File: src/rtl/shuf_page_ctrl.sv
// Page scheduler for the shuffle-stage coefficient buffer: clears pages ahead of the writer,
// hands full pages to the reader in ring order, and frees them on reader completion.
module shuf_page_ctrl #(
   parameter int PAGES = 3,
   parameter int DEPTH = 64,
   parameter int CLR_W = 8,
   localparam int NSLICE = DEPTH / CLR_W,
   localparam int CLR_AW = (NSLICE > 1) ? $clog2(NSLICE) : 1
) (
   input  logic              clk,
   input  logic              rst,
   output logic              wr_grant,
   output logic [1:0]        wr_page,
   input  logic              wr_start,
   input  logic              wr_done,
   output logic              rd_valid,
   output logic [1:0]        rd_page,
   input  logic              rd_done,
   output logic              clr_en,
   output logic [1:0]        clr_page,
   output logic [CLR_AW-1:0] clr_addr,
   output logic [2:0]        full_cnt,
   output logic              err
);

   typedef enum logic [2:0] {PG_FREE, PG_CLEAR, PG_READY, PG_WRITE, PG_FULL} pg_e;
   typedef enum logic [1:0] {W_IDLE, W_CLEAR, W_READY, W_BUSY} wst_e;

   localparam logic [CLR_AW-1:0] LAST_SLICE = CLR_AW'(NSLICE - 1);

   wst_e              wst_q, wst_d;
   pg_e               page_q [PAGES];
   pg_e               page_d [PAGES];
   logic [1:0]        wr_ptr_q, wr_ptr_d;
   logic [1:0]        rd_ptr_q, rd_ptr_d;
   logic [CLR_AW-1:0] clr_addr_q, clr_addr_d;
   logic              rd_valid_q, rd_valid_d;
   logic [2:0]        full_cnt_q, full_cnt_d;
   logic              err_q, err_d;

   function automatic logic [1:0] ptr_next(input logic [1:0] p);
      return (p == 2'(PAGES - 1)) ? 2'd0 : p + 2'd1;
   endfunction

   always_comb begin
      wst_d      = wst_q;
      page_d     = page_q;
      wr_ptr_d   = wr_ptr_q;
      rd_ptr_d   = rd_ptr_q;
      clr_addr_d = clr_addr_q;
      wr_grant   = 1'b0;
      clr_en     = 1'b0;

      // Clearing is prefetched as soon as the page under wr_ptr is free.
      case (wst_q)
         W_IDLE: begin
            if (page_q[wr_ptr_q] == PG_FREE) begin
               wst_d              = W_CLEAR;
               page_d[wr_ptr_q]   = PG_CLEAR;
               clr_addr_d         = '0;
            end
         end
         W_CLEAR: begin
            clr_en = 1'b1;
            if (clr_addr_q == LAST_SLICE) begin
               wst_d            = W_READY;
               page_d[wr_ptr_q] = PG_READY;
               clr_addr_d       = '0;
            end else begin
               clr_addr_d = clr_addr_q + 1'b1;
            end
         end
         W_READY: begin
            wr_grant = 1'b1;
            if (wr_start) begin
               wst_d            = W_BUSY;
               page_d[wr_ptr_q] = PG_WRITE;
            end
         end
         W_BUSY: begin
            if (wr_done) begin
               wst_d            = W_IDLE;
               page_d[wr_ptr_q] = PG_FULL;
               wr_ptr_d         = ptr_next(wr_ptr_q);
            end
         end
         default: wst_d = W_IDLE;
      endcase

      if (rd_done && rd_valid_q) begin
         page_d[rd_ptr_q] = PG_FREE;
         rd_ptr_d         = ptr_next(rd_ptr_q);
      end

      err_d = err_q
            | (wr_start && (wst_q != W_READY))
            | (wr_done  && (wst_q != W_BUSY))
            | (rd_done  && !rd_valid_q);

      // Registered from next-state so the reader sees a page the cycle after it fills.
      rd_valid_d = (page_d[rd_ptr_d] == PG_FULL);
      full_cnt_d = '0;
      for (int i = 0; i < PAGES; i++) begin
         if (page_d[i] == PG_FULL) full_cnt_d = full_cnt_d + 3'd1;
      end
   end

   always_ff @(posedge clk or posedge rst) begin
      if (rst) begin
         wst_q      <= W_IDLE;
         wr_ptr_q   <= '0;
         rd_ptr_q   <= '0;
         clr_addr_q <= '0;
         rd_valid_q <= 1'b0;
         full_cnt_q <= '0;
         err_q      <= 1'b0;
         for (int i = 0; i < PAGES; i++) page_q[i] <= PG_FREE;
      end else begin
         wst_q      <= wst_d;
         wr_ptr_q   <= wr_ptr_d;
         rd_ptr_q   <= rd_ptr_d;
         clr_addr_q <= clr_addr_d;
         rd_valid_q <= rd_valid_d;
         full_cnt_q <= full_cnt_d;
         err_q      <= err_d;
         for (int i = 0; i < PAGES; i++) page_q[i] <= page_d[i];
      end
   end

   assign wr_page  = wr_ptr_q;
   assign rd_page  = rd_ptr_q;
   assign clr_page = wr_ptr_q;
   assign clr_addr = clr_addr_q;
   assign rd_valid = rd_valid_q;
   assign full_cnt = full_cnt_q;
   assign err      = err_q;

endmodule

File: config.mk
export PLATFORM = sky130hd
export DESIGN_NAME = shuf_page_ctrl
export DESIGN_NICKNAME = d
export VERILOG_FILES = /design/src/rtl/shuf_page_ctrl.sv
export SDC_FILE = /design/constraint.sdc
export NUM_CORES = 1
export LEC_CHECK = 0
export BUFFER_PORTS_ARGS = -buffer_cell sky130_fd_sc_hd__buf_4
export CAP_MARGIN = 20
export CORE_MARGIN = 2
export CORE_UTILIZATION = 40
export DETAILED_ROUTE_END_ITERATION = 16
export PLACE_DENSITY = 0.67
export SETUP_SLACK_MARGIN = 0.02
export SLEW_MARGIN = 20
export SYNTH_ARGS = -nofsm -noshare
export SYNTH_HDL_FRONTEND = slang
export SYNTH_SLANG_ARGS = --single-unit
File: constraint.sdc
create_clock -name clk -period 2.75 [get_ports clk]
set_input_delay 0.275 -clock clk [delete_from_list [all_inputs] [get_ports clk]]
set_output_delay 0.275 -clock clk [all_outputs]
set_load 0.01 [all_outputs]
==> reports/qor.txt, run 1 <==
CP max stage delay - 420 ps
RSZ-0062 raised after global routing - false
Critical path type - register to register
Hold_buf cts - 0
Initial antenna violation count - 0
Worst skew pair latency - 260 ps
# diodes - 0
Total CTS buffers - 3
Setup violators final - 0
Initial Util - 0.4108
Worst-path clk slew - 80 ps
Skew final - 4.506 ps
IO Count - 21
Worst Setup End Kind - register
#FFs+latches synth - 23
Min Tclk post-route - 2536 ps
Max-Cap Viols - 0
Synth warn - 0
Worst path top cell family by delay - simple AND/OR/NAND/NOR gates
GRT Total Usage - 0.1732
Gpl congestion - 0.9443
Pwr Total - 1.931 mW
Crit-path max FO - 12
Synth cell types - 54
Post-cts resize count - 0
WL/cell - 15.31 um
Post-Synthesis Cells - 150
Area of the multi-input gates - 762.0 sq um
Fmax - 0.3944 GHz
Max H-tree Level - 1
Vias in the first global route - 1161
Vias/cell - 5.539
Avg Synthesized Cell Area - 9.876 sq um
Clock Path Buffers - 2
Number of synthesized flops with an enable pin - 0
Final net count - 183
Fin area - 0.001680 sq mm
Final ANT Viol Nets - 0
Post-Syn Area - 0.001481 sq mm
TritonCTS clock tree - yes
Max-slew violation count - 0
Die H - 64.86 um
Register area share after synthesis - 0.3885
Share of cells above drive strength 1 - 0.2189
Drt first-iter violations - 45
CTS Sinks - 23
Pin count of the biggest net entering global routing - 24
Die X - 64.86 um
Post-synthesis async set-or-reset flop share - 1.000
Worst-Margin Slew - 878.3 ps
Area grow syn2layout - 13.43%
WP data required - 2900 ps
Dpl cell area - 0.001634 sq mm
First-pass GRT wire length - 5589 um
Final Hold Vio Count - 0
Synth top cells by count - dfrtp_1, inv_1, ha_1, nand2_1, nor2_1
Area leader, netlist - dfrtp_1
Most frequent cell after synthesis - dfrtp_1
DIE AREA - 0.004206 sq mm
Vias post-DR - 1202
Synth area leaders - dfrtp_1, ha_1, inv_1
Drt first pass iters - 4
CP dominant cell by count - ha_1
Fin Setup TNS - 0 ps
Total core area - 0.003606 sq mm
Leak - 0.7977 nW
Min-delay worst type - input port to asynchronous set/reset pin
Crit path max-delay cell type - or3b_1
DP Wirelength - 2643 um
Port Buffers - 20
Setup ws final - 214.2 ps
Drc violations - 0
Peak supply drop - 694.6 uV
Post-Route WL - 3322 um
Pre-CTS setup slack - 251.6 ps
Worst path arrival time - 2690 ps
Crit share post-route - 0.9221
Pwr dens - 1149 mW/mm^2
Storage cell area - 575.6 sq um
WP buf/inv - 1
Crit-path cells - inv_1 -> ha_1 -> and4bb_1 -> a21oi_1 -> a311oi_2 -> or3b_1 -> ha_1 -> xnor2_1
Yosys top cell area share - 0.3885
CTS root buf - clkbuf_8
Syn nets - 163
Run status - finished clean
Row count - 22
FILL cells - 344
Post-synth top flop - dfrtp_1
Slew Limit Headroom - 0.4138
Total grt overflow - 0
CP Launch Type - register
Postcts setup bufs - 0
-- area by class of cell --
class	instances	area share
Multi-Input combinational cell	102	0.4535
Sequential cell	23	0.3425
Timing Repair Buffer	23	0.1028
Inverter	17	0.03797
Tap cell	48	0.03574
Clock buffer	3	0.02457
Clock inverter	1	0.002978
-- worst paths after layout --
| check | start | to | slack [ps] | cells after the start |
|---|---|---|---|---|
| worst max-delay path | wst_q[0]$_DFFE_PP0P_ | full_cnt[0]$_DFF_PP0_ | 210 | 8 |
| worst min-delay path | rst | page_q[0]$_DFF_PP0_ | 190 | 2 |
| worst max register to register | wst_q[0]$_DFFE_PP0P_ | full_cnt[0]$_DFF_PP0_ | 210 | 8 |
| worst min register to register | err$_DFF_PP0_ | err$_DFF_PP0_ | 480 | 1 |
| max in group asynchronous | rst | page_q[7]$_DFF_PP0_ | 2020 | 2 |
| min in group clk | wr_start | err$_DFF_PP0_ | 260 | 2 |
-- cells by family (layout without fill, tap and decap cells) --
kind of cell	Yosys count	after routing	share of synthesized area
buffers and inverters	25	44	0.09712
AO/OA/AOI/OAI	41	41	0.2095
AND/OR/NAND/NOR	50	50	0.2171
flip-flops	23	23	0.3885
adder cells (fa/ha/maj)	8	8	0.06757
XOR/XNOR	1	1	0.005913
multiplexers	2	2	0.01436
-- per-layer routing --
layer  vias up  part of all wire  GRT usage
met1       583              0.47     0.2585
li1        580                 -          -
met2        34              0.46     0.2552
met5         -                 0          0
met3         5             0.054    0.02083
met4         0             0.016    0.06383
-- power breakdown --
| part | internal (mW) | total (mW) | switching [mW] |
|---|---|---|---|
| Combinational | 0.504 | 1.12 | 0.620 |
| Clock | 0.101 | 0.208 | 0.107 |
| Sequential | 0.459 | 0.599 | 0.140 |
| Total | 1.06 | 1.93 | 0.866 |
-- cells in the final DEF (no fill, tap or decap), types with 2 or more instances in the layout --
master    netlist  final
a21o_1          3      3
nand3b_1        2      2
nor2_1          8      8
a21oi_1         6      6
buf_4           3     23
ha_1            8      8
nand2b_1        4      4
nor4_1          4      4
a22o_1          4      4
a311oi_2        2      2
nor3b_1         3      3
or3b_1          2      2
nor3_1          4      4
inv_1          16     16
a31oi_1         3      3
nand2_1         8      8
o21ai_1         3      3
clkbuf_8        0      3
dfrtp_1        23     23
o21ai_0         6      6
a211oi_1        2      2
-- state kept, by name, summed over array words and instances (netlist names) --
signal and count:
wst_q 2, clr_page 2, rd_page 2, full_cnt 3, err 1, rd_valid 1
page_q 9, clr_addr 3
-- through the flow --
| step | std cells | util | hold slack (ps) |
|---|---|---|---|
| after floorplan | 150 | - | 276.9 |
| after global placement | 213 | 0.4532 | 453.3 |
| after detailed placement | 213 | 0.4532 | 464.0 |
| after CTS | 217 | 0.4660 | 225.5 |
| after global routing | 217 | 0.4660 | 263.3 |
| final | 217 | 0.4660 | 195.0 |
No activity file was read; power rests on OpenSTA's default activity.
==> inputs of run 2 (changes only) <==
--- a/config.mk
+++ b/config.mk
@@ -5,11 +5,13 @@
 export SDC_FILE = /design/constraint.sdc
 export NUM_CORES = 1
 export LEC_CHECK = 0
+export ABC_CLOCK_PERIOD_IN_PS = 2750
 export BUFFER_PORTS_ARGS = -buffer_cell sky130_fd_sc_hd__buf_4
 export CAP_MARGIN = 20
 export CORE_MARGIN = 2
 export CORE_UTILIZATION = 40
 export DETAILED_ROUTE_END_ITERATION = 16
+export MAX_ROUTING_LAYER = met4
 export PLACE_DENSITY = 0.67
 export SETUP_SLACK_MARGIN = 0.02
 export SLEW_MARGIN = 20
==> reports/qor.txt, run 2 (synthesis gave the netlist of run 1 again) <==
IO Count - 21 (unchanged)
Final net count - 184 (+0.55%)
Max-slew violation count - 0 (unchanged)
Commonest non-fill, non-tap cell in the layout - buf_4
Vias/cell - 5.560 (+0.37%)
Initial Util - 0.4108 (unchanged)
Worst Setup End Kind - register
Crit share post-route - 0.9182 (-0.003893)
Total CTS buffers - 3 (unchanged)
End of the worst register-to-register path - full_cnt[0]$_DFF_PP0_
Post-Place Cells - 214 (+0.47%)
Reg2reg setup slack - 220 ps (about the same)
Fmax - 0.3960 GHz (+0.42%)
Slew Limit Headroom - 0.4100 (-0.003861)
Reg-to-reg critical path startpoint - wst_q[0]$_DFFE_PP0P_
Port Buffers - 20 (unchanged)
Total core area - 0.003606 sq mm (unchanged)
Worst-Margin Slew - 884.1 ps (+5.784 ps)
Peak supply drop - 454.7 uV (-35%)
First-pass GRT wire length - 6044 um (+8.1%)
Die X - 64.86 um (unchanged)
CTS Sinks - 23 (unchanged)
Final Instance Count excl. Fillers - 218 (+0.46%)
WL/cell - 15.94 um (+4.1%)
Worst setup path startpoint - wst_q[0]$_DFFE_PP0P_
Min-delay worst type - input port to asynchronous set/reset pin
Crit path max-delay cell type - dfrtp_1
Reg with most FFs - page_q
DP Wirelength - 2660 um (+0.65%)
# diodes - 0 (unchanged)
Run status - finished clean
DIE AREA - 0.004206 sq mm (unchanged)
R2R cell count - 9 (+1)
Max H-tree Level - 1 (unchanged)
Setup violators final - 0 (unchanged)
Max-Cap Viols - 0 (unchanged)
Post-cts resize count - 0 (unchanged)
Skew final - 3.936 ps (-0.5700 ps)
Final Hold Vio Count - 0 (unchanged)
Worst path top cell family by delay - compound AO/OA/AOI/OAI gates
Most frequent cells in the layout - buf_4, dfrtp_1, inv_1
Pwr Total - 1.968 mW (+2.0%)
Critical path type - register to register
Worst-path clk slew - 90 ps (about the same)
WP data required - 2940 ps (+40 ps)
Pwr dens - 1161 mW/mm^2 (+1.1%)
CP endpoint - full_cnt[0]$_DFF_PP0_
Postcts setup bufs - 0 (unchanged)
Drc violations - 0 (unchanged)
Max reg flops - 9 (unchanged)
RSZ-0062 raised after global routing - false
Dpl cell area - 0.001642 sq mm (+0.46%)
Worst path arrival time - 2710 ps (+20 ps)
Total grt overflow - 0 (unchanged)
Post-Route WL - 3475 um (+4.6%)
Fin Setup TNS - 0 ps (unchanged)
Vias post-DR - 1212 (+0.83%)
CTS root buf - clkbuf_8
Initial antenna violation count - 0 (unchanged)
Worst skew pair latency - 270 ps (about the same)
Crit-path cells - inv_1 -> ha_1 -> inv_1 -> a21o_1 -> a311oi_1 -> o311ai_1 -> buf_4 -> ha_1 -> xnor2_1
Min Tclk post-route - 2525 ps (-10.71 ps)
Vias in the first global route - 1221 (+5.2%)
Final ANT Viol Nets - 0 (unchanged)
Crit-path max FO - 11 (-1)
WP buf/inv - 3 (+2)
TritonCTS clock tree - yes
CP Depth - 9 (+1)
Drt first pass iters - 4 (unchanged)
CP max stage delay - 410 ps (about the same)
Drt first-iter violations - 76 (+69%)
Hold_buf cts - 0 (unchanged)
Die H - 64.86 um (unchanged)
Clock Path Buffers - 2 (unchanged)
CP Launch Type - register
Pin count of the biggest net entering global routing - 24 (unchanged)
Share of cells above drive strength 1 - 0.2353 (+0.01636)
Row count - 22 (unchanged)
GRT Total Usage - 0.1927 (+0.01949)
Fin area - 0.001695 sq mm (+0.89%)
Area grow syn2layout - 14.44%
Gpl congestion - 0.9127 (-3.3%)
Leak - 0.8029 nW (+0.66%)
[run 2: per-layer routing]
layer | vias to the layer above | global-route usage | part of all wire
met4 | 0 | 0.06383 | 0.020
met2 | 35 | 0.2964 | 0.47
met3 | 7 | 0.02604 | 0.041
met5 | - | - | 0
li1 | 582 | - | -
met1 | 588 | 0.2629 | 0.47
[run 2: worst min-delay path by stage]
stage,start,endpoint,slack (ps)
after floorplan,rst,clr_addr[0]$_DFFE_PP0P_,280
after CTS,rst,rd_valid$_DFF_PP0_,230
final,rst,err$_DFF_PP0_,190
after detailed placement,err$_DFF_PP0_,err$_DFF_PP0_,470
after global routing,wr_start,err$_DFF_PP0_,270
after global placement,err$_DFF_PP0_,err$_DFF_PP0_,450
[run 2: power by group]
group	switching, mW	internal (mW)	leakage [nW]	total (mW)
combinational	0.630	0.519	0.477	1.15
sequential	0.140	0.459	0.301	0.598
clock	0.120	0.102	0.0255	0.222
total	0.890	1.08	0.803	1.97
[run 2: cell type report]
class                      count  area [sq um]
sequential                    23         575.6
fill                         354          1911
clock inverter                 1         5.005
tap                           48         60.06
timing repair buffer          24         180.2
multi-input combinational    102         769.5
clock buffer                   3         41.29
inverter                      17         63.81
[run 2: per-stage QoR]
stage / setup slack, ps / util / hold WS, ps
after CTS: 162.7 / 0.4681 / 233.0
final: 224.9 / 0.4702 / 186.2
after floorplan: 457.9 / - / 276.9
after detailed placement: 209.0 / 0.4552 / 465.4
after global placement: 305.0 / 0.4552 / 452.2
after global routing: 36.95 / 0.4702 / 270.6
[run 2: worst register-to-register path: stages (launching register included)]
cell and delay [ps]:
dfrtp_1 410, inv_1 110, ha_1 370, inv_1 140, a21o_1 180, a311oi_1 340
o311ai_1 170, buf_4 170, ha_1 310, xnor2_1 220
==> inputs of run 3 (changes only) <==
--- a/config.mk
+++ b/config.mk
@@ -5,14 +5,15 @@
 export SDC_FILE = /design/constraint.sdc
 export NUM_CORES = 1
 export LEC_CHECK = 0
-export ABC_CLOCK_PERIOD_IN_PS = 2750
+export ABC_CLOCK_PERIOD_IN_PS = 2100
 export BUFFER_PORTS_ARGS = -buffer_cell sky130_fd_sc_hd__buf_4
 export CAP_MARGIN = 20
 export CORE_MARGIN = 2
 export CORE_UTILIZATION = 40
+export CTS_CLUSTER_SIZE = 8
 export DETAILED_ROUTE_END_ITERATION = 16
 export MAX_ROUTING_LAYER = met4
-export PLACE_DENSITY = 0.67
+export PLACE_DENSITY = 0.69
 export SETUP_SLACK_MARGIN = 0.02
 export SLEW_MARGIN = 20
 export SYNTH_ARGS = -nofsm -noshare
==> constraint.sdc (replaced) <==
create_clock -name clk -period 2.1 [get_ports clk]
set_input_delay 0.21 -clock clk [delete_from_list [all_inputs] [get_ports clk]]
set_output_delay 0.21 -clock clk [all_outputs]
set_load 0.01 [all_outputs]
==> reports/qor.txt, run 3 (synthesis gave the netlist of run 1 again) <==
Run status - complete, but fails checks
Failing checks - setup timing
Most frequent cells in the layout - buf_4, dfrtp_1, inv_1
Gpl congestion - 0.8958 (-1.9%)
WP buf/inv - 1 (-2)
Final net count - 219 (+19%)
Worst-Margin Slew - 873.7 ps (-10.34 ps)
CP Depth - 8 (-1)
Reg with most FFs - page_q
WHS - 114.9 ps (-71.30 ps)
Dpl cell area - 0.001873 sq mm (+14%)
Max H-tree Level - 1 (unchanged)
Post-Route WL - 3975 um (+14%)
Flop pwr share - 0.233 (-0.071)
Worst Setup End Kind - register
Crit share post-route - 1.059 (+0.1403)
Share of cells above drive strength 1 - 0.4878 (+0.2525)
Max-slew violation count - 0 (unchanged)
Port Buffers - 20 (unchanged)
Critical path type - register to register
Total core area - 0.003606 sq mm (unchanged)
Int Power - 1.959 mW (+82%)
Total grt overflow - 0 (unchanged)
Fmax - 0.4498 GHz (+14%)
Hold_buf cts - 0 (unchanged)
Fin Setup TNS - -396.6 ps (-396.6 ps)
Peak supply drop - 636.6 uV (+40%)
Vias/cell - 5.399 (-2.9%)
Worst skew pair latency - 270 ps (about the same)
Initial antenna violation count - 0 (unchanged)
Min-delay worst type - input port to asynchronous set/reset pin
Row count - 22 (unchanged)
CP dominant cell by count - ha_4
Worst path arrival time - 2390 ps (-320 ps)
Min Tclk post-route - 2223 ps (-302.1 ps)
Crit-path max FO - 7 (-4)
Combinational Power Share - 0.684 (+0.101)
Switching portion of total power - 0.4253 (-0.02656)
Drt first-iter violations - 114 (+50%)
Skew final - 3.626 ps (-0.3098 ps)
Die H - 64.86 um (unchanged)
Initial Util - 0.4108 (unchanged)
CP max stage delay - 430 ps (+20 ps)
R2R cell count - 8 (-1)
Die X - 64.86 um (unchanged)
Crit path max-delay cell type - dfrtp_1
Commonest non-fill, non-tap cell in the layout - buf_4
WP data required - 2260 ps (-680 ps)
Slew Limit Headroom - 0.4169 (+0.006903)
Drc violations - 0 (unchanged)
Worst path top cell family by delay - simple AND/OR/NAND/NOR gates
CP Launch Type - register
RSZ-0062 raised after global routing - true
Pwr dens - 1576 mW/mm^2 (+36%)
TritonCTS clock tree - yes
CTS Sinks - 23 (unchanged)
Clock Path Buffers - 2 (unchanged)
Fin area - 0.002162 sq mm (+28%)
DP Wirelength - 2834 um (+6.5%)
Worst-path clk slew - 80 ps (about the same)
Max-Cap Viols - 0 (unchanged)
CTS root buf - clkbuf_8
Vias in the first global route - 1363 (+12%)
IO Count - 21 (unchanged)
Final ANT Viol Nets - 0 (unchanged)
First-pass GRT wire length - 6651 um (+10%)
Leak - 0.9905 nW (+23%)
# diodes - 0 (unchanged)
DIE AREA - 0.004206 sq mm (unchanged)
GRT Total Usage - 0.2134 (+0.02071)
Final core occ - 0.5996 (+0.1294)
Drt first pass iters - 4 (unchanged)
Setup violators final - 4 (+4)
Total CTS buffers - 3 (unchanged)
Max reg flops - 9 (unchanged)
Setup ws final - -123.0 ps (-347.9 ps)
Crit-path cells - buf_4 -> ha_4 -> a22o_4 -> a31oi_4 -> nor4_4 -> or3b_4 -> ha_4 -> xnor2_1
Pin count of the biggest net entering global routing - 24 (unchanged)
Vias post-DR - 1366 (+13%)
Final Hold Vio Count - 0 (unchanged)
Clock power frac - 0.083 (-0.030)
Area grow syn2layout - 45.95%
WL/cell - 15.71 um (-1.4%)
Sw power - 1.450 mW (+63%)
## run 3: cell count changes in the layout (fill, tap and decap cells not counted), sizes merged
cell    previous run  this run
clkbuf             3         4
buf               24        59
clkinv             2         1
## run 3: timing repair
| action | in CTS | in global routing |
|---|---|---|
| setup endpoints to repair | 4 | 4 |
| pin swaps | 4 | 12 |
| resized for setup | 11 | 21 |
| buffers inserted | 5 | 6 |
## run 3: stage by stage
| stage | setup slack (ps) | std cells | power, mW |
|---|---|---|---|
| 2_1_floorplan | -29.45 | 150 | 1.982 |
| 3_3_place_gp | -98.33 | 238 | 2.651 |
| 3_5_place_dp | -124.2 | 238 | 2.674 |
| 4_1_cts | -58.31 | 247 | 3.133 |
| 5_1_grt | -184.3 | 253 | 3.663 |
| 6_report | -123.0 | 253 | 3.408 |
## run 3: metal layers
layer	GRT usage	vias up	wire length [um]
li1	-	659	-
met1	0.2862	649	1808
met2	0.3157	49	1866
met3	0.04167	9	210
met4	0.09043	0	89
met5	-	-	0
## run 3: power groups by stage
stage / Combinational (mW) / Clock [mW] / Sequential [mW]
finish: 2.33 / 0.283 / 0.793
global route: 2.55 / 0.306 / 0.811
CTS: 2.08 / 0.285 / 0.771
detailed placement: 1.90 / 0 / 0.778
global placement: 1.88 / 0 / 0.768
floorplan: 1.22 / 0 / 0.762
## run 3: worst paths after layout
path / from / endpoint / slack [ps]
worst max-delay path: wst_q[0]$_DFFE_PP0P_ / full_cnt[0]$_DFF_PP0_ / -120
worst min-delay path: rst / wst_q[1]$_DFFE_PP0P_ / 110
worst max register to register: wst_q[0]$_DFFE_PP0P_ / full_cnt[0]$_DFF_PP0_ / -120
worst min register to register: err$_DFF_PP0_ / err$_DFF_PP0_ / 490
max in group asynchronous: rst / clr_page[0]$_DFFE_PP0P_ / 1380
min in group clk: wr_start / err$_DFF_PP0_ / 210
## run 3: worst reg2reg max path, cell delays in order (launching register included)
cell	delay, ps
dfrtp_1	430
buf_4	170
ha_4	190
a22o_4	250
a31oi_4	200
nor4_4	70
or3b_4	430
ha_4	260
xnor2_1	110
## run 3: final cells by class
cell class	count	area, sq um
Clock buffer	4	45.04
Fill cell	298	1444
Inverter	17	65.06
Multi-Input combinational cell	102	960.9
Sequential cell	23	576.8
Tap cell	48	60.06
Timing Repair Buffer	59	454.2
